--- src/rtl/demux_stream_if.sv ---
// demux_stream_if: handshake bundle between a producer, the demux and its consumers.
// Ports: in* = producer side (valid/ready/data/select/broadcast), out* = per-channel consumer side, dropCount = status.
interface demux_stream_if #(
   parameter int WIDTH    = 8,
   parameter int CHANNELS = 4,
   parameter int SEL_W    = 2,
   parameter int COUNT_W  = 8
);
   logic                      inValid;
   logic                      inReady;
   logic [WIDTH-1:0]          inData;
   logic [SEL_W-1:0]          inSelect;
   logic                      inBroadcast;
   logic [CHANNELS-1:0]       outValid;
   logic [CHANNELS-1:0]       outReady;
   logic [CHANNELS*WIDTH-1:0] outData;
   logic [COUNT_W-1:0]        dropCount;

   // master: the surrounding producer and consumers
   modport master (
      output inValid, inData, inSelect, inBroadcast, outReady,
      input  inReady, outValid, outData, dropCount
   );

   // slave: the demux itself
   modport slave (
      input  inValid, inData, inSelect, inBroadcast, outReady,
      output inReady, outValid, outData, dropCount
   );
endinterface

--- src/rtl/demux_stream.sv ---
// demux_stream: routes one valid/ready stream to one of CHANNELS outputs (or all, on broadcast),
// one holding register per channel. Ports: clk, reset (sync, active-high), bus (demux_stream_if.slave).
module demux_stream #(
   parameter int WIDTH    = 8,
   parameter int CHANNELS = 4,
   parameter int SEL_W    = 2,
   parameter int COUNT_W  = 8
) (
   input logic           clk,
   input logic           reset,
   demux_stream_if.slave bus
);
   typedef enum logic {EMPTY, FULL} ch_state_e;

   ch_state_e           state_q [CHANNELS];
   ch_state_e           state_d [CHANNELS];
   logic [WIDTH-1:0]    data_q  [CHANNELS];
   logic [COUNT_W-1:0]  cnt_q, cnt_d;

   logic [CHANNELS-1:0] free;
   logic [CHANNELS-1:0] tgt;
   logic [CHANNELS-1:0] load;
   logic                in_range;
   logic                accept;
   logic                drop;

   // Routing decode; inReady never looks at inValid.
   always_comb begin
      free     = '0;
      tgt      = '0;
      in_range = int'(bus.inSelect) < CHANNELS;
      for (int i = 0; i < CHANNELS; i++) begin
         free[i] = (state_q[i] == EMPTY) || bus.outReady[i];
         tgt[i]  = bus.inBroadcast || (int'(bus.inSelect) == i);
      end
      if (bus.inBroadcast)
         bus.inReady = &free;
      else if (in_range)
         bus.inReady = |(tgt & free);
      else
         bus.inReady = 1'b1;
      accept = bus.inValid && bus.inReady;
      // tgt is empty for an out-of-range select, so nothing loads
      load   = accept ? tgt : '0;
      drop   = accept && !bus.inBroadcast && !in_range;
   end

   // Per-channel next state: load beats drain beats hold.
   always_comb begin
      for (int i = 0; i < CHANNELS; i++) begin
         state_d[i] = state_q[i];
         if (load[i])
            state_d[i] = FULL;
         else if (state_q[i] == FULL && bus.outReady[i])
            state_d[i] = EMPTY;
      end
      cnt_d = cnt_q;
      if (drop && cnt_q != '1)
         cnt_d = cnt_q + COUNT_W'(1);
   end

   always_ff @(posedge clk) begin
      if (reset) begin
         for (int i = 0; i < CHANNELS; i++) begin
            state_q[i] <= EMPTY;
            data_q[i]  <= '0;
         end
         cnt_q <= '0;
      end else begin
         for (int i = 0; i < CHANNELS; i++) begin
            state_q[i] <= state_d[i];
            if (load[i])
               data_q[i] <= bus.inData;
         end
         cnt_q <= cnt_d;
      end
   end

   always_comb begin
      bus.outValid = '0;
      bus.outData  = '0;
      for (int i = 0; i < CHANNELS; i++) begin
         bus.outValid[i]                 = (state_q[i] == FULL);
         bus.outData[i*WIDTH +: WIDTH]   = data_q[i];
      end
      bus.dropCount = cnt_q;
   end
endmodule

--- src/flat_wrapper.sv ---
// flat-port wrapper written by rule: the top's interface ports become plain ports
module demux_stream_flat 
#(
   parameter int WIDTH    = 8,
   parameter int CHANNELS = 4,
   parameter int SEL_W    = 2,
   parameter int COUNT_W  = 8
)
  (clk, reset, bus_inValid, bus_inData, bus_inSelect, bus_inBroadcast, bus_outReady, bus_inReady, bus_outValid, bus_outData, bus_dropCount);
  demux_stream_if #(.WIDTH(WIDTH), .CHANNELS(CHANNELS), .SEL_W(SEL_W), .COUNT_W(COUNT_W)) bus_i ();
  input logic clk;
  input logic reset;
  input wire logic [$bits(bus_i.inValid)-1:0] bus_inValid;
  input wire logic [$bits(bus_i.inData)-1:0] bus_inData;
  input wire logic [$bits(bus_i.inSelect)-1:0] bus_inSelect;
  input wire logic [$bits(bus_i.inBroadcast)-1:0] bus_inBroadcast;
  input wire logic [$bits(bus_i.outReady)-1:0] bus_outReady;
  output wire logic [$bits(bus_i.inReady)-1:0] bus_inReady;
  output wire logic [$bits(bus_i.outValid)-1:0] bus_outValid;
  output wire logic [$bits(bus_i.outData)-1:0] bus_outData;
  output wire logic [$bits(bus_i.dropCount)-1:0] bus_dropCount;
  assign bus_i.inValid = bus_inValid;
  assign bus_i.inData = bus_inData;
  assign bus_i.inSelect = bus_inSelect;
  assign bus_i.inBroadcast = bus_inBroadcast;
  assign bus_i.outReady = bus_outReady;
  assign bus_inReady = bus_i.inReady;
  assign bus_outValid = bus_i.outValid;
  assign bus_outData = bus_i.outData;
  assign bus_dropCount = bus_i.dropCount;
  demux_stream #(.WIDTH(WIDTH), .CHANNELS(CHANNELS), .SEL_W(SEL_W), .COUNT_W(COUNT_W)) u_core (.clk(clk), .reset(reset), .bus(bus_i));
endmodule
--- config.mk ---
export PLATFORM = sky130hd
export DESIGN_NAME = demux_stream_flat
export DESIGN_NICKNAME = d
export VERILOG_FILES = /design/src/rtl/demux_stream_if.sv /design/src/rtl/demux_stream.sv /design/src/flat_wrapper.sv
export SDC_FILE = /design/constraint.sdc
export NUM_CORES = 1
export LEC_CHECK = 0
export ABC_AREA = 1
export CAP_MARGIN = 20
export CORE_UTILIZATION = 46
export DETAILED_ROUTE_END_ITERATION = 12
export PLACE_DENSITY = 0.9
export SETUP_SLACK_MARGIN = 0.2
export SYNTH_ARGS = -nofsm -noshare
export SYNTH_HDL_FRONTEND = slang
export SYNTH_SLANG_ARGS = --single-unit
--- constraint.sdc ---
create_clock -name clk -period 3.7 [get_ports clk]
set_input_delay 1.11 -clock clk [delete_from_list [all_inputs] [get_ports clk]]
set_output_delay 1.11 -clock clk [all_outputs]
set_load 0.02 [all_outputs]
# Word-level counts from Yosys, hierarchy flattened

Memory sizes are Yosys's and may differ from the RTL's.
Index checks and enable logic that the tools add are counted.

Register bits: 0
Latch bits: 0
Memory bits (writable): 36
Memory bits (read-only): 0
Bits of input ports: 18
Output and inout bits: 45
Word-level logic and storage cells: 67
Memories kept: 2

$add $sub $neg: 0
Multipliers: 0
Div/mod/pow operators: 0
Order comparisons: 0
Equal/unequal tests: 3
Shifts and indexed selects: 0
Muxes and demuxes: 33
Bitwise operators: 13
Reductions and logical operators: 16

Memory list:

| name           | words | bits a word | rd ports | clocked after memory_dff | write ports | RTL line           | source |
|---|---|---|---|---|---|---|---|
| u_core.data_q  | 4     | 8           | 4        | 0                        | 4           | demux_stream.sv:17 | `logic [WIDTH-1:0] data_q [CHANNELS];` |
| u_core.state_q | 4     | 1           | 4        | 0                        | 4           | demux_stream.sv:15 | `ch_state_e state_q [CHANNELS];` |

Operators by type and width:

| operator             | count |
|---|---|
| $mux W8              | 4 |
| $mux W1              | 28 |
| $logic_or A1 B1 Y1   | 8 |
| $or A1 B1 Y1         | 8 |
| $logic_and A1 B1 Y1  | 5 |
| $and A4 B4 Y4        | 1 |
| $eq A2 B2 Y1 const B | 2 |
| $mux W4              | 1 |
| $not A1 Y1           | 4 |
| $reduce_and A4 Y1    | 1 |
| $reduce_or A4 Y1     | 1 |
| $eq A2 B1 Y1 const B | 1 |
| $logic_not A2 Y1     | 1 |

# Logic depth before layout (Yosys ltp)

Gate-level depths: netlist (run 1).
An unclocked memory read counts as a cell.

Depth after elaboration: 12
Depth in mapped cells: 9
Mapped depth without buffers: 9

# Worst setup path before layout (run 1)

Ideal clock, no wire load.

Path kind: input-to-output
From: input bus_inSelect[1]
To: output bus_inReady
Arrival: 1.747 ns
Data required time: 2.590 ns
Setup slack: 0.843 ns
Stages: 7
Path buffers: 0
Cell sequence: inv_1 > nand2_1 > nand2_1 > nand2_1 > nand2_1 > nor2_2 > nor2_8

Longest elaborated chain between the ends: 5
Elaborated cells between the ends (all ways): 11
Those cells by class: 3 x eq/ne; 1 x mux; 1 x bitwise; 6 x reduce/logical

Ends and longest elaborated chain:

| what                                       | RTL line           | source |
|---|---|---|
| from (decl)                                | flat_wrapper.sv:15 | `input wire logic [$bits(bus_i.inSelect)-1:0] bus_inSelect;` |
| $eq A2 B2 Y1, or another cell as far along | demux_stream.sv:34 | `tgt[i] = bus.inBroadcast \|\| (int'(bus.inSelect) == i);` |
| $logic_or A1 B1 Y1                         | demux_stream.sv:34 |  |
| $and A4 B4 Y4 *                            | demux_stream.sv:39 | `bus.inReady = \|(tgt & free);` |
| $reduce_or A4 Y1 *                         | demux_stream.sv:39 |  |
| $mux W1 *                                  | demux_stream.sv:36 | `if (bus.inBroadcast)` |
| to (decl)                                  | flat_wrapper.sv:18 | `output wire logic [$bits(bus_i.inReady)-1:0] bus_inReady;` |

Every way passes the cells marked *; elsewhere a longest branch is shown, timed or not.

# Worst setup path in the final report (run 1)

From: input bus_inBroadcast
To: output bus_inReady

Longest elaborated chain between the ends: 4
Elaborated cells between the ends (all ways): 7
Those cells by class: 1 x mux; 1 x bitwise; 5 x reduce/logical

Ends and longest elaborated chain:

| what               | RTL line           | source |
|---|---|---|
| from (decl)        | flat_wrapper.sv:16 | `input wire logic [$bits(bus_i.inBroadcast)-1:0] bus_inBroadcast;` |
| $logic_or A1 B1 Y1 | demux_stream.sv:34 |  |
| $and A4 B4 Y4      | demux_stream.sv:39 |  |
| $reduce_or A4 Y1   | demux_stream.sv:39 |  |
| $mux W1 *          | demux_stream.sv:36 |  |

Marks and branches as above.

==> results of run 1 <==
## per-layer routing
layer  vias up  global-route usage, %  routed length [um]
met5         -                      0                   0
met4         0                   10.4                 104
met3        11                   7.46                 241
met2        56                   34.1                1620
met1       514                   21.3                1350
li1        557                      -                   -
## cell type report
cell class | count | area share [%]
Clock buffer | 8 | 2.64
Timing Repair Buffer | 60 | 26.3
Inverter | 16 | 2.70
Sequential cell | 36 | 46.8
Tap cell | 46 | 2.59
Multi-Input combinational cell | 82 | 19.0
## Yosys cell counts (all sizes together)
| library cell | n |
|---|---|
| nor2 | 36 |
| edfxtp | 32 |
| nand2 | 23 |
| inv | 16 |
| buf | 14 |
| nand3 | 10 |
| dfxtp | 4 |
| nand4 | 4 |
| conb | 1 |
| o21ai | 1 |
## flip-flops by register name, summed over array words and instances, names as in the netlist
name,flops
u_core.data_q,32
u_core.state_q,4
## critical path: cells and delay by family
kind / cells / cell delay, ns
and+or+nand+nor: 5 / 0.49
buffers and inverters: 3 / 0.65
## worst max path at each step
stage | from | to | slack (ns)
after floorplan | bus_inSelect[1] | bus_inReady | 0.84
after global placement | bus_inSelect[0] | bus_inReady | -0.10
after detailed placement | bus_inSelect[1] | bus_inReady | -0.12
after CTS | bus_inSelect[1] | bus_inReady | 0.27
after global routing | bus_inBroadcast | bus_inReady | 0.28
final | bus_inBroadcast | bus_inReady | 0.34
## metrics by stage
| step | utilization, % | setup slack, ns | instance area (um^2) | setup TNS (ns) |
|---|---|---|---|---|
| after floorplan | - | 0.843 | 1620 | 0 |
| after global placement | 64.8 | -0.104 | 2160 | -0.104 |
| after detailed placement | 64.8 | -0.124 | 2160 | -0.124 |
| after CTS | 66.6 | 0.266 | 2220 | 0 |
| after global routing | 66.7 | 0.283 | 2230 | 0 |
| final | 66.7 | 0.344 | 2230 | 0 |
## logic make-up (layout without fill, tap and decap cells)
kind of cell / after synthesis / after routing
other cells: 1 / 8
simple gates: 73 / 73
buf+inv: 30 / 84
flops: 36 / 36
compound gates: 1 / 1
## power breakdown
group          internal (uW)  switching, uW
logic                   86.9            116
clock network           93.7            128
registers                477           10.4
total                    658            254
## timing repair
action / CTS / global route
gates resized for setup: 5 / 2
pin swaps: 1 / 1
endpoints found under the setup margin: 1 / 1
==> flow_metrics.tcl, run 1 <==
set metrics [dict create \
    relSlewSlack_pct 63.6 \
    worstSetupPathType "primary input to output port" \
    r2r_end "u_core.data_q[0][4]" \
    clk_latency_ns 0.35 \
    rows 21 \
    place_congestion 0.755 \
    seqCellArea_um2 1040 \
    cts.sinks 36 \
    htreeDepth 2 \
    hold_class "register to register" \
    ys_ff_latch 36 \
    ys_top_cells_by_area "edfxtp_1, nor2_1, buf_4, nand4_4, nand2_1" \
    vias 1138 \
    cts_setup_buffers 0 \
    p_total_uw 912 \
    synth_compound_area_share_pct 0.314 \
    diodes 0 \
    multi_input_area_um2 423 \
    maxCapViolCount 0 \
    reg2reg_depth 8 \
    outcome "completed" \
    ir_worst_vdd_mv 0.135 \
    whs_ns 0.491 \
    grt_pass1_vias 1005 \
    wl_per_cell_um 13.4 \
    gr-total-overflow 0 \
    cp.arrival_ns 2.25 \
    cts_buffer_depth 2 \
    wirelength_um 3310 \
    synth-adder-area-share_pct 0 \
    worstPathMaxFanout 5 \
    grt_max_degree 13 \
    instances_no_fill 248 \
    slew_violations 0 \
    port_buffers 54 \
    rr_startpoint "u_core.state_q[0]" \
    cts_hold_buf 0 \
    fill_cells 259 \
    ys_types 15 \
    layout_common_cells "clkdlybuf4s50_1, nor2_1, edfxtp_1, nand2_1, inv_1" \
    drtPass1Iterations 5 \
    drive_above_1_share_pct 11.4 \
    clockRootBuffer "clkbuf_4" \
    synth_cells 141 \
    place_hpwl_um 2430 \
    p_leak_uw 0.000953 \
    rsz0062_at_grt "no" \
    finalHoldViolCount 0 \
    placed_cells 240 \
    crit_slowest_cell "clkdlybuf4s50_1" \
    clkTransAtPathRegs_ns 0.10 \
    synth_top_area_cell "edfxtp_1" \
    cts_buffers 5 \
    path_cells "clkdlybuf4s50_1, inv_2, nand2_2, nand2_1, nand2_1, nor2_4, nor2_8, buf_2" \
    drc 0 \
    syn_to_final_growth_pct 39.7 \
    design.portCount 63 \
    skew_ns 0.0120 \
    mostFrequentLayoutCell "clkdlybuf4s50_1" \
    cts_tree "yes" \
    worstPathRequired_ns 2.59 \
    die_h_um 60.8 \
    cp_common_cell "nand2_1" \
    synth_top_family_by_area "simple AND/OR/NAND/NOR gates" \
    antenna_found_initial 0 \
    crit_path_end_kind "output port" \
    worstSetupStartpointType "primary input" \
    hold_end "u_core.state_q[3]" \
    syn_avg_cell_area_um2 11.3 \
    yosys.area_share.simple_pct 24.0 \
    dieArea_um2 3700 \
    syn_area_um2 1590 \
    final_antenna_net_count 0 \
    ys_warn_count 0 \
    start_util_pct 47.7 \
    ys_seq_area_share_pct 65.4 \
    finalCritPeriodShare_pct 90.7 \
    synth_xor_area_share_pct 0 \
    fmax_mhz 298 \
    setup_viol 0 \
    hold_start "u_core.state_q[3]" \
    grt_usage_pct 19.8 \
    via_per_inst 4.59 \
    synthMuxAreaShare_pct 0 \
    core_region_area_um2 3340 \
    layout_min_cycle_time_ns 3.36 \
    grt_pass1_wl_um 4850 \
    p_per_area_nw_per_um2 410 \
    fp.dieW_um 60.8 \
    final_net_count 219 \
    drtIter0Drc 62 \
    synth_top_area_share_pct 60.3 \
    tightest_slew_ns 0.545 \
    rrSetupSlack_ns 2.01 \
    hold_depth 2 \
    max_stage_delay_ns 0.41 \
]
No activity file was read; power rests on OpenSTA's default activity.
==> run 2: changes to the inputs <==
--- a/config.mk
+++ b/config.mk
@@ -9,6 +9,7 @@
 export CAP_MARGIN = 20
 export CORE_UTILIZATION = 46
 export DETAILED_ROUTE_END_ITERATION = 12
+export MAX_ROUTING_LAYER = met4
 export PLACE_DENSITY = 0.9
 export SETUP_SLACK_MARGIN = 0.2
 export SYNTH_ARGS = -nofsm -noshare
==> run 2 against run 1 <==
Effect of this change: via count fell by 0.35%; sequential cell count unchanged; setup slack worse by 0.0037 ns; first-iteration DRC count increased by 21%; critical path depth stayed put; clock power about the same; cell count unchanged; largest cell class unchanged.
==> flow_metrics.tcl, run 2 (synthesis gave the netlist of run 1 again) <==
set metrics [dict create \
    outcome "completed" \
    finalHoldViolCount 0 \
    grt_pass1_wl_um 4840 \
    crit_path_end_kind "output port" \
    htreeDepth 2 \
    layout_common_cells "clkdlybuf4s50_1, nor2_1, edfxtp_1, nand2_1, inv_1" \
    p_leak_uw 0.000953 \
    skew_ns 0.0123 \
    diodes 0 \
    pwr-share-seq_pct 53.6 \
    rrSetupSlack_ns 2.01 \
    worstPathRequired_ns 2.59 \
    drtIter0Drc 75 \
    port_buffers 54 \
    start_util_pct 47.7 \
    whs_ns 0.491 \
    design.portCount 63 \
    cts_tree "yes" \
    die_h_um 60.8 \
    cts_hold_buf 0 \
    rsz0062_at_grt "no" \
    cts_buffer_depth 2 \
    ir_worst_vdd_mv 0.135 \
    core_region_area_um2 3340 \
    relSlewSlack_pct 64.0 \
    wirelength_um 3290 \
    hold_class "register to register" \
    tightest_slew_ns 0.539 \
    worstSetupStartpointType "primary input" \
    worstSetupPathType "primary input to output port" \
    fp.dieW_um 60.8 \
    clkTransAtPathRegs_ns 0.10 \
    setup_viol 0 \
    finalCritPeriodShare_pct 90.8 \
    worstPathMaxFanout 5 \
    gr-total-overflow 0 \
    p_per_area_nw_per_um2 408 \
    grt_max_degree 13 \
    syn_to_final_growth_pct 39.7 \
    swShare_pct 27.6 \
    p_int_uw 658 \
    clk_latency_ns 0.34 \
    drc 0 \
    placed_area_um2 2160 \
    fill_cells 259 \
    slew_violations 0 \
    layout_min_cycle_time_ns 3.36 \
    drive_above_1_share_pct 11.4 \
    final_net_count 219 \
    pwr-share-clk_pct 24.1 \
    grt_pass1_vias 1008 \
    rows 21 \
    cp.arrival_ns 2.25 \
    maxCapViolCount 0 \
    dieArea_um2 3700 \
    grt_usage_pct 20.3 \
    regMostFlops "u_core.data_q" \
    clockRootBuffer "clkbuf_4" \
    largest_reg_flops 32 \
    wl_per_cell_um 13.3 \
    antenna_found_initial 0 \
    p_switching_uw 251 \
    vias 1134 \
    via_per_inst 4.57 \
    instances_no_fill 248 \
    finalInstanceArea_um2 2230 \
    fmax_mhz 298 \
    cts_setup_buffers 0 \
    combPwrFrac_pct 22.3 \
    cts.sinks 36 \
    reg_top3 "u_core.data_q x32, u_core.state_q x4" \
    mostFrequentLayoutCell "clkdlybuf4s50_1" \
    final_antenna_net_count 0 \
    placed_cells 240 \
    cts_buffers 5 \
    drtPass1Iterations 4 \
    place_congestion 0.765 \
    place_hpwl_um 2430 \
]
## run 2: cell counts in the layout (fill, tap and decap cells not counted)
Identical to the previous run, type by type.
## run 2: metal layers
layer | track usage, % | wire [um]
met4 | 13.3 | 85
met1 | 21.3 | 1310
met3 | 4.90 | 257
met5 | - | 0
met2 | 34.1 | 1630
## run 2: timing repair
action,in CTS,in global routing
pin swaps,1,1
gates resized for setup,5,2
setup endpoints to repair,1,1
endpoints found under the hold margin,0,0
## run 2: final timing paths
check,startpoint,endpoint,cells after the start
hold reg to reg,u_core.state_q[3],u_core.state_q[3],2
setup reg to reg,u_core.state_q[3],u_core.data_q[2][6],8
hold / removal,u_core.state_q[3],u_core.state_q[3],2
setup / recovery,bus_inBroadcast,bus_inReady,8
## run 2: area by class of cell
cell class                 count  area, um^2  area share (%)
timing repair buffer          60         586            26.3
inverter                      16        60.1            2.70
sequential                    36        1040            46.8
tap                           46        57.6            2.59
clock buffer                   8        58.8            2.64
multi-input combinational     82         423            19.0
## run 2: worst max-delay path, stage by stage
cell	delay (ns)
clkdlybuf4s50_1	0.41
inv_2	0.09
nand2_2	0.07
nand2_1	0.10
nand2_1	0.10
nor2_4	0.17
nor2_8	0.05
buf_2	0.15
## run 2: power groups by stage
stage	Combinational (uW)	Clock [uW]	Sequential [uW]
after floorplan	77.8	0	534
after global placement	200	0	496
after detailed placement	204	0	497
after CTS	205	221	488
after global routing	218	238	491
final	202	219	488
## run 2: metrics by stage
step | TNS (ns) | setup WS, ns | util [%] | total power, uW
2_1_floorplan | 0 | 0.843 | - | 611
3_3_place_gp | -0.104 | -0.104 | 64.8 | 695
3_5_place_dp | -0.124 | -0.124 | 64.8 | 701
4_1_cts | 0 | 0.266 | 66.6 | 913
5_1_grt | 0 | 0.283 | 66.7 | 947
6_report | 0 | 0.341 | 66.7 | 909
